**config.mk**
```make
export PLATFORM = sky130hd
export DESIGN_NAME = pipeline_hazard_ctrl_flat
export DESIGN_NICKNAME = d
export VERILOG_FILES = /design/src/rtl/pipeline_hazard_ctrl_pkg.sv /design/src/rtl/pipeline_hazard_ctrl_if.sv /design/src/rtl/pipeline_hazard_ctrl_arbiter.sv /design/src/rtl/pipeline_hazard_ctrl.sv /design/src/flat_wrapper.sv
export SDC_FILE = /design/constraint.sdc
export NUM_CORES = 1
export LEC_CHECK = 0
export ABC_AREA = 1
export CAP_MARGIN = 20
export CORE_MARGIN = 4
export CORE_UTILIZATION = 28
export DETAILED_ROUTE_END_ITERATION = 8
export PLACE_DENSITY_LB_ADDON = 0.25
export SLEW_MARGIN = 20
export SYNTH_ARGS = -nofsm -noshare
export SYNTH_HDL_FRONTEND = slang
export SYNTH_SLANG_ARGS = --single-unit
```
**constraint.sdc**
```tcl
create_clock -name clk -period 1.05 [get_ports clk]
set_clock_uncertainty 0.05 [all_clocks]
set_input_delay 0.21 -clock clk [delete_from_list [all_inputs] [get_ports clk]]
set_output_delay 0.21 -clock clk [all_outputs]
set_load 0.1 [all_outputs]
```
**src/rtl/pipeline_hazard_ctrl_pkg.sv**
```systemverilog
// Shared types and constants for the pipeline hazard controller.
package hazard_pkg;

    // Register-specifier width: 16 architectural registers, R0 hard-wired zero.
    localparam int REG_W = 4;
    localparam logic [REG_W-1:0] ZERO_REG = '0;

    // Ownership of the single main-memory port.
    typedef enum logic [1:0] {
        IDLE  = 2'd0,
        DFILL = 2'd1,
        IFILL = 2'd2
    } arb_state_t;

endpackage

```
**src/rtl/pipeline_hazard_ctrl_if.sv**
```systemverilog
// Bundle between the pipeline datapath (master) and the hazard controller
// (slave). Performance-counter signals exist only with HAZARD_PERF_EN.
interface pipeline_hazard_ctrl_if #(
    parameter int REG_W = 4,
    parameter int CNT_W = 16
);
    logic [REG_W-1:0] id_src1;
    logic [REG_W-1:0] id_src2;
    logic             id_uses_src1;
    logic             id_uses_src2;
    logic             id_is_store;
    logic             id_branch_taken;
    logic             ex_mem_read;
    logic [REG_W-1:0] ex_dst;
    logic             ic_miss;
    logic             dc_miss;
    logic             mem_fill_done;
    logic             pc_stall;
    logic             ifid_stall;
    logic             ifid_flush;
    logic             idex_bubble;
    logic             exmem_stall;
    logic             memwb_bubble;
    logic             mem_grant_i;
    logic             mem_grant_d;
`ifdef HAZARD_PERF_EN
    logic [CNT_W-1:0] load_use_cnt;
    logic [CNT_W-1:0] dmiss_cyc_cnt;
    logic [CNT_W-1:0] imiss_cyc_cnt;

    modport master (
        output id_src1, id_src2, id_uses_src1, id_uses_src2, id_is_store,
               id_branch_taken, ex_mem_read, ex_dst, ic_miss, dc_miss, mem_fill_done,
        input  pc_stall, ifid_stall, ifid_flush, idex_bubble, exmem_stall,
               memwb_bubble, mem_grant_i, mem_grant_d,
               load_use_cnt, dmiss_cyc_cnt, imiss_cyc_cnt
    );
    modport slave (
        input  id_src1, id_src2, id_uses_src1, id_uses_src2, id_is_store,
               id_branch_taken, ex_mem_read, ex_dst, ic_miss, dc_miss, mem_fill_done,
        output pc_stall, ifid_stall, ifid_flush, idex_bubble, exmem_stall,
               memwb_bubble, mem_grant_i, mem_grant_d,
               load_use_cnt, dmiss_cyc_cnt, imiss_cyc_cnt
    );
`else
    modport master (
        output id_src1, id_src2, id_uses_src1, id_uses_src2, id_is_store,
               id_branch_taken, ex_mem_read, ex_dst, ic_miss, dc_miss, mem_fill_done,
        input  pc_stall, ifid_stall, ifid_flush, idex_bubble, exmem_stall,
               memwb_bubble, mem_grant_i, mem_grant_d
    );
    modport slave (
        input  id_src1, id_src2, id_uses_src1, id_uses_src2, id_is_store,
               id_branch_taken, ex_mem_read, ex_dst, ic_miss, dc_miss, mem_fill_done,
        output pc_stall, ifid_stall, ifid_flush, idex_bubble, exmem_stall,
               memwb_bubble, mem_grant_i, mem_grant_d
    );
`endif
endinterface

```
**src/rtl/pipeline_hazard_ctrl_arbiter.sv**
```systemverilog
// Main-memory port arbiter between the I-cache and D-cache fill engines.
// D wins a simultaneous miss (older instruction); a granted fill is never
// preempted and runs until mem_fill_done.
module mem_port_arbiter
    import hazard_pkg::*;
(
    input  logic       clk,
    input  logic       rst,
    input  logic       icMiss,
    input  logic       dcMiss,
    input  logic       fillDone,
    output arb_state_t state,
    output logic       grantI,
    output logic       grantD
);

    arb_state_t stateNext;

    // State register; reset returns the port to IDLE, dropping any grant.
    always_ff @(posedge clk) begin
        if (rst) begin
            state <= IDLE;
        end else begin
            state <= stateNext;
        end
    end

    // Next-state logic: grant on the cycle after a miss, release on fill done.
    always_comb begin
        stateNext = state;
        unique case (state)
            IDLE: begin
                if (dcMiss) begin
                    stateNext = DFILL;
                end else if (icMiss) begin
                    stateNext = IFILL;
                end
            end
            DFILL, IFILL: begin
                if (fillDone) begin
                    stateNext = IDLE;
                end
            end
            default: stateNext = IDLE;
        endcase
    end

    assign grantD = (state == DFILL);
    assign grantI = (state == IFILL);

endmodule

```
**src/rtl/pipeline_hazard_ctrl.sv**
```systemverilog
// Stall/flush controller for the five-stage pipeline: load-use stalls,
// taken-branch flushes and cache-miss freezes, plus memory-port arbitration.
// Optional feature macro: HAZARD_PERF_EN adds saturating performance counters.
module pipeline_hazard_ctrl #(
    parameter int REG_W = hazard_pkg::REG_W,
    parameter int CNT_W = 16
) (
    input logic                  clk,
    input logic                  rst,
    pipeline_hazard_ctrl_if.slave hz
);
    import hazard_pkg::*;

    arb_state_t state;
    logic       grantI;
    logic       grantD;
    logic       loadUse;
    logic       dFreeze;
    logic       iSide;

    mem_port_arbiter uArbiter (
        .clk      (clk),
        .rst      (rst),
        .icMiss   (hz.ic_miss),
        .dcMiss   (hz.dc_miss),
        .fillDone (hz.mem_fill_done),
        .state    (state),
        .grantI   (grantI),
        .grantD   (grantD)
    );

    assign hz.mem_grant_i = grantI;
    assign hz.mem_grant_d = grantD;

    // Store data (src2 of SW) is forwarded MEM-to-MEM, so it never stalls.
    assign loadUse = hz.ex_mem_read
                   && (hz.ex_dst != REG_W'(ZERO_REG))
                   && ((hz.id_uses_src1 && (hz.ex_dst == hz.id_src1))
                    || (hz.id_uses_src2 && (hz.ex_dst == hz.id_src2) && !hz.id_is_store));

    assign dFreeze = hz.dc_miss || (state == DFILL);
    assign iSide   = hz.ic_miss || (state == IFILL);

    // Priority mux: D freeze > load-use > taken branch > I-side bubble.
    always_comb begin
        hz.pc_stall     = 1'b0;
        hz.ifid_stall   = 1'b0;
        hz.ifid_flush   = 1'b0;
        hz.idex_bubble  = 1'b0;
        hz.exmem_stall  = 1'b0;
        hz.memwb_bubble = 1'b0;
        if (dFreeze) begin
            hz.pc_stall     = 1'b1;
            hz.ifid_stall   = 1'b1;
            hz.exmem_stall  = 1'b1;
            hz.memwb_bubble = 1'b1;
        end else if (loadUse) begin
            hz.pc_stall    = 1'b1;
            hz.ifid_stall  = 1'b1;
            hz.idex_bubble = 1'b1;
        end else if (hz.id_branch_taken) begin
            // PC must load the target even while an I-fill is outstanding.
            hz.ifid_flush = 1'b1;
        end else if (iSide) begin
            hz.pc_stall   = 1'b1;
            hz.ifid_flush = 1'b1;
        end
    end

`ifdef HAZARD_PERF_EN
    logic [CNT_W-1:0] loadUseCnt;
    logic [CNT_W-1:0] dMissCycCnt;
    logic [CNT_W-1:0] iMissCycCnt;

    function automatic logic [CNT_W-1:0] satInc(input logic [CNT_W-1:0] v);
        return (&v) ? v : v + 1'b1;
    endfunction

    // Saturating counters; a load-use cycle counts only when it actually stalls.
    always_ff @(posedge clk) begin
        if (rst) begin
            loadUseCnt  <= '0;
            dMissCycCnt <= '0;
            iMissCycCnt <= '0;
        end else begin
            if (loadUse && !dFreeze) begin
                loadUseCnt <= satInc(loadUseCnt);
            end
            if (state == DFILL) begin
                dMissCycCnt <= satInc(dMissCycCnt);
            end
            if (state == IFILL) begin
                iMissCycCnt <= satInc(iMissCycCnt);
            end
        end
    end

    assign hz.load_use_cnt  = loadUseCnt;
    assign hz.dmiss_cyc_cnt = dMissCycCnt;
    assign hz.imiss_cyc_cnt = iMissCycCnt;
`endif

endmodule

```
**src/flat_wrapper.sv**
```systemverilog
// flat-port wrapper written by rule: the top's interface ports become plain ports
module pipeline_hazard_ctrl_flat import hazard_pkg::*;
#(
    parameter int REG_W = hazard_pkg::REG_W,
    parameter int CNT_W = 16
)
  (clk, rst, hz_id_src1, hz_id_src2, hz_id_uses_src1, hz_id_uses_src2, hz_id_is_store, hz_id_branch_taken, hz_ex_mem_read, hz_ex_dst, hz_ic_miss, hz_dc_miss, hz_mem_fill_done, hz_pc_stall, hz_ifid_stall, hz_ifid_flush, hz_idex_bubble, hz_exmem_stall, hz_memwb_bubble, hz_mem_grant_i, hz_mem_grant_d);
  pipeline_hazard_ctrl_if #(.REG_W(REG_W), .CNT_W(CNT_W)) hz_i ();
  input logic clk;
  input logic rst;
  input wire logic [$bits(hz_i.id_src1)-1:0] hz_id_src1;
  input wire logic [$bits(hz_i.id_src2)-1:0] hz_id_src2;
  input wire logic [$bits(hz_i.id_uses_src1)-1:0] hz_id_uses_src1;
  input wire logic [$bits(hz_i.id_uses_src2)-1:0] hz_id_uses_src2;
  input wire logic [$bits(hz_i.id_is_store)-1:0] hz_id_is_store;
  input wire logic [$bits(hz_i.id_branch_taken)-1:0] hz_id_branch_taken;
  input wire logic [$bits(hz_i.ex_mem_read)-1:0] hz_ex_mem_read;
  input wire logic [$bits(hz_i.ex_dst)-1:0] hz_ex_dst;
  input wire logic [$bits(hz_i.ic_miss)-1:0] hz_ic_miss;
  input wire logic [$bits(hz_i.dc_miss)-1:0] hz_dc_miss;
  input wire logic [$bits(hz_i.mem_fill_done)-1:0] hz_mem_fill_done;
  output wire logic [$bits(hz_i.pc_stall)-1:0] hz_pc_stall;
  output wire logic [$bits(hz_i.ifid_stall)-1:0] hz_ifid_stall;
  output wire logic [$bits(hz_i.ifid_flush)-1:0] hz_ifid_flush;
  output wire logic [$bits(hz_i.idex_bubble)-1:0] hz_idex_bubble;
  output wire logic [$bits(hz_i.exmem_stall)-1:0] hz_exmem_stall;
  output wire logic [$bits(hz_i.memwb_bubble)-1:0] hz_memwb_bubble;
  output wire logic [$bits(hz_i.mem_grant_i)-1:0] hz_mem_grant_i;
  output wire logic [$bits(hz_i.mem_grant_d)-1:0] hz_mem_grant_d;
  assign hz_i.id_src1 = hz_id_src1;
  assign hz_i.id_src2 = hz_id_src2;
  assign hz_i.id_uses_src1 = hz_id_uses_src1;
  assign hz_i.id_uses_src2 = hz_id_uses_src2;
  assign hz_i.id_is_store = hz_id_is_store;
  assign hz_i.id_branch_taken = hz_id_branch_taken;
  assign hz_i.ex_mem_read = hz_ex_mem_read;
  assign hz_i.ex_dst = hz_ex_dst;
  assign hz_i.ic_miss = hz_ic_miss;
  assign hz_i.dc_miss = hz_dc_miss;
  assign hz_i.mem_fill_done = hz_mem_fill_done;
  assign hz_pc_stall = hz_i.pc_stall;
  assign hz_ifid_stall = hz_i.ifid_stall;
  assign hz_ifid_flush = hz_i.ifid_flush;
  assign hz_idex_bubble = hz_i.idex_bubble;
  assign hz_exmem_stall = hz_i.exmem_stall;
  assign hz_memwb_bubble = hz_i.memwb_bubble;
  assign hz_mem_grant_i = hz_i.mem_grant_i;
  assign hz_mem_grant_d = hz_i.mem_grant_d;
  pipeline_hazard_ctrl #(.REG_W(REG_W), .CNT_W(CNT_W)) u_core (.clk(clk), .rst(rst), .hz(hz_i));
endmodule
```
# Word-level counts from Yosys, hierarchy flattened
# Index checks and enable logic that the tools add are counted.
# classes
n_eq_ne	6
muxes	15
reduce_logical	13
# ops
op	count
$mux 1	11
$eq 4x4->1	2
$mux 2	3
$logic_and 1x1->1	5
$pmux 2 s2	1
$reduce_bool 4->1	1
$logic_or 1x1->1	3
$ne 3x3->1 const B	1
$eq 2x1->1 const B	1
$eq 2x2->1 const B	1
$logic_not 2->1	1
$ne 2x2->1 const B	1
$reduce_and 2->1	1
$reduce_or 2->1	1
$logic_not 1->1	1
# totals
regBits	2
input_bits	22
out_inout_bits	8
wordCells	35

# Longest topological paths before layout
# depth
depth_word	7
ltp_mapped	9
depth_no_buf	9

# Hierarchy
# A second synthesis with hierarchy kept.
# hier_totals
hier_cells	74
area_unflattened_um2	396.6
# modules_own_cells
module	n_inst	cells_each	area_each_um2	seq_area_each_um2
pipeline_hazard_ctrl	1	55	251.5	0.0
mem_port_arbiter	1	19	145.1	40.0

# Least setup slack after synthesis
# OpenSTA, ideal clock, no wires.
# synth_timing
kind	reg2out
from	reg u_core.uArbiter.state[1]
to	out hz_idex_bubble
t_arrival_ps	3058
required_time_ps	790
setup_slack_ps	-2268
path_stages_with_launch	6
path_buffers	0
path_cell_list	dfxtp_1 -> inv_1 -> ha_1 -> nor2_2 -> inv_1 -> nor2_1
# synth_between
elab_chain_len	3
# synth_lines
item	line	text
start, declared	pipeline_hazard_ctrl_arbiter.sv:12	output arb_state_t state,
start signal, assigned	pipeline_hazard_ctrl_arbiter.sv:24	state <= stateNext;
$eq 2x1->1	n/a	
net hz_mem_grant_d	flat_wrapper.sv:29	output wire logic [$bits(hz_i.mem_grant_d)-1:0] hz_mem_grant_d;
$logic_or 1x1->1	pipeline_hazard_ctrl.sv:41	assign dFreeze = hz.dc_miss || (state == DFILL);
$mux 1	pipeline_hazard_ctrl.sv:52	if (dFreeze) begin
end, declared	flat_wrapper.sv:25	output wire logic [$bits(hz_i.idex_bubble)-1:0] hz_idex_bubble;
# The timed path passes the listed nets, and every way through them passes these cells.

# Worst setup path after layout
# layout_timing
from	reg u_core.uArbiter.state[1]
to	out hz_pc_stall
# layout_between
elab_chain_len	6
elab_cells_between_ends	8
cone_classes	eq/ne (2); mux (4); reduce/logical (2)
# layout_lines
item	line	text
$eq 2x2->1	pipeline_hazard_ctrl.sv:42	assign iSide = hz.ic_miss || (state == IFILL);
$logic_or 1x1->1	pipeline_hazard_ctrl.sv:42	
$mux 1	pipeline_hazard_ctrl.sv:64	end else if (iSide) begin
$mux 1	pipeline_hazard_ctrl.sv:61	end else if (hz.id_branch_taken) begin
$mux 1	pipeline_hazard_ctrl.sv:57	end else if (loadUse) begin
$mux 1 (*)	pipeline_hazard_ctrl.sv:52	
end, declared	flat_wrapper.sv:22	output wire logic [$bits(hz_i.pc_stall)-1:0] hz_pc_stall;
# Mark *: on every way between the ends. The rest lies on a longest branch, timed or not.

==> flow_summary.ini <==
[routing]
via_per_inst = 4.53
vias = 580
drt_first_pass_iters = 3
wire_per_inst_um = 11.4
drt-initial-drc-count = 9
antenna_left = 0
routed_wl_mm = 1.46
drc_errors = 0

[sta]
finalHoldViolations = 0
setup_viol = 10
finalMaxSlewViolations = 0
rsz0062_at_grt = yes
period_share = 1.56
tightest_slew_ps = 187
setup_slack_ps = -592
holdWs_ps = 474
period_needed_ps = 1640
relSlewSlack = 0.875
max_clock_freq_ghz = 0.609

[cells_and_area]
mostFrequentLayoutCells = nand2_1 (19), buf_12 (9), inv_1 (8), buf_4 (8), buf_2 (7)
register_area_um2 = 45.0
final_layout_size_suffix_gt1_frac = 0.570
area_growth_syn_to_layout_pct = 164
reg_top3 = u_core.uArbiter.state x2
fillers = 81
layout.nets = 141
multi_input_area_um2 = 374
top_register = u_core.uArbiter.state
largest_reg_flops = 2
antennaDiodeCount = 0
layout.cells.non_filler = 128
layout_commonest_cell = nand2_1

[power_and_ir_drop]
power_w = 0.000897
p_leak_nw = 0.499
power_density_mw_per_mm2 = 930
ir_worst_vdd_uv = 825

[critical_path]
startpoint_type = register
arrival_ps = 1380
worst-setup-path-type = register to output pin
end_kind = output pin
worstPathMaxFanout = 3
required_ps = 790

[clock_tree]
numClockSinks = 2
h-tree-depth = 1
clkLatencyLatePin_ps = 220
clkTransAtPathRegs_ps = 30
cts_tree = yes
holdBufCountCts = 0
clock_path_buffers = 2
numCtsBuffers = 3
cts-root-buf = clkbuf_4

[floorplanning]
die_area_mm2 = 0.00195
core_area_mm2 = 0.00117
fp.dieH_um = 44.1
start_util = 0.312
dieWidth_um = 44.1
io_pins = 30
row_count = 12

[logic_synthesis]
synth_fp_nets = 95
synth_warnings = 0
ys_seq_area_frac = 0.110
ys_seq_elements = 2
yosysTopAreaCell = nand2_1
synth.top_cell.area_share = 0.226
synth_cell_types = 17
syn_inst = 70
synth_area_per_cell_um2 = 5.22
synth.area.top_cells = nand2_1 (23%), inv_1 (13%), dfxtp_1 (11%)
synth_area_um2 = 365

[grt]
grt_pass1_vias = 551
grt.overflow.total = 0
antenna_found_initial = 0
grt_start_max_net_pins = 5
grt_pass1_wl_mm = 2.04
gr-usage-all-layers = 0.141

[placed_design]
place_ws_ps = -764
dp_hpwl_um = 976
placed_cells = 120
port_buffers = 29
place_congestion = 0.796

[run_status]
status = complete, but fails checks
violations = setup timing

[min_path]
hold_class = register to register

[flow_run]
drv_cap = 0
==> cell usage after synthesis <==
master	instances
dfxtp_1	2
nand2_1	22
buf_4	1
nor2_2	2
nand4_1	1
o21a_1	1
inv_1	13
nor2_1	7
inv_2	3
o21ai_1	1
xnor2_1	1
a21oi_1	3
nor3_1	1
nand2_2	3
nand3_1	5
o21bai_1	1
ha_1	3
==> per-layer routing <==
layer / track usage / vias to the layer above / share of wire
met3: 0.0285 / 2 / 0.043
met5: 0 / - / 0
li1: - / 297 / -
met2: 0.265 / 16 / 0.56
met1: 0.130 / 265 / 0.39
met4: 0.108 / 0 / 0.010
==> metrics by stage <==
step	TNS [ps]	util	cell area (µm²)
CTS	-4240	0.794	930
finish	-4220	0.824	965
floorplan	-5010	-	404
global route	-4780	0.824	965
detailed placement	-4940	0.732	857
global placement	-4800	0.732	857
==> power by group <==
part	leakage, nW	internal (W)	switching (W)	total [W]
registers	0.0175	0.0000839	0.00000863	0.0000925
logic	0.467	0.000277	0.000363	0.000640
clock network	0.0138	0.000126	0.0000387	0.000164
total	0.499	0.000487	0.000411	0.000897
==> path summary, 6_finish.rpt <==
check | from | end | slack (ps) | cells past startpoint
min reg2reg | u_core.uArbiter.state[0]$_SDFFE_PP0P_ | u_core.uArbiter.state[0]$_SDFFE_PP0P_ | 470 | 2
min | u_core.uArbiter.state[0]$_SDFFE_PP0P_ | u_core.uArbiter.state[0]$_SDFFE_PP0P_ | 470 | 2
max reg2reg | u_core.uArbiter.state[0]$_SDFFE_PP0P_ | u_core.uArbiter.state[1]$_SDFFE_PP0P_ | -160 | 7
max | u_core.uArbiter.state[1]$_SDFFE_PP0P_ | hz_pc_stall | -590 | 6
==> timing repair <==
item,CTS,global route
endpoints found under the setup margin,10,10
pin swaps,23,20
endpoints found under the hold margin,0,0
setup buffers,4,3
resized for setup,49,22
==> cells by family (layout without fill, tap and decap cells) <==
| group | count (synthesis) | in the layout | share of synthesized area |
|---|---|---|---|
| AND/OR/NAND/NOR | 41 | 41 | 0.483 |
| XOR/XNOR | 1 | 1 | 0.0240 |
| flip-flops | 2 | 2 | 0.110 |
| AO/OA/AOI/OAI | 6 | 6 | 0.0959 |
| buffers and inverters | 17 | 61 | 0.185 |
| adder cells (fa/ha/maj) | 3 | 3 | 0.103 |
==> layout make-up <==
type                            count  area share
Clock buffer                        3      0.0233
Multi-Input combinational cell     51       0.388
Tap cell                           14      0.0182
Inverter                           16      0.0687
Timing Repair Buffer               42       0.455
Sequential cell                     2      0.0467
==> worst max-delay path: stages, from the launching register on <==
cell      delay (ps)
dfxtp_2          310
buf_4            130
buf_6            110
ha_4             160
o21bai_2         180
nand3_4          100
buf_12           170
Note: power is estimated with default switching activity, not from simulation.
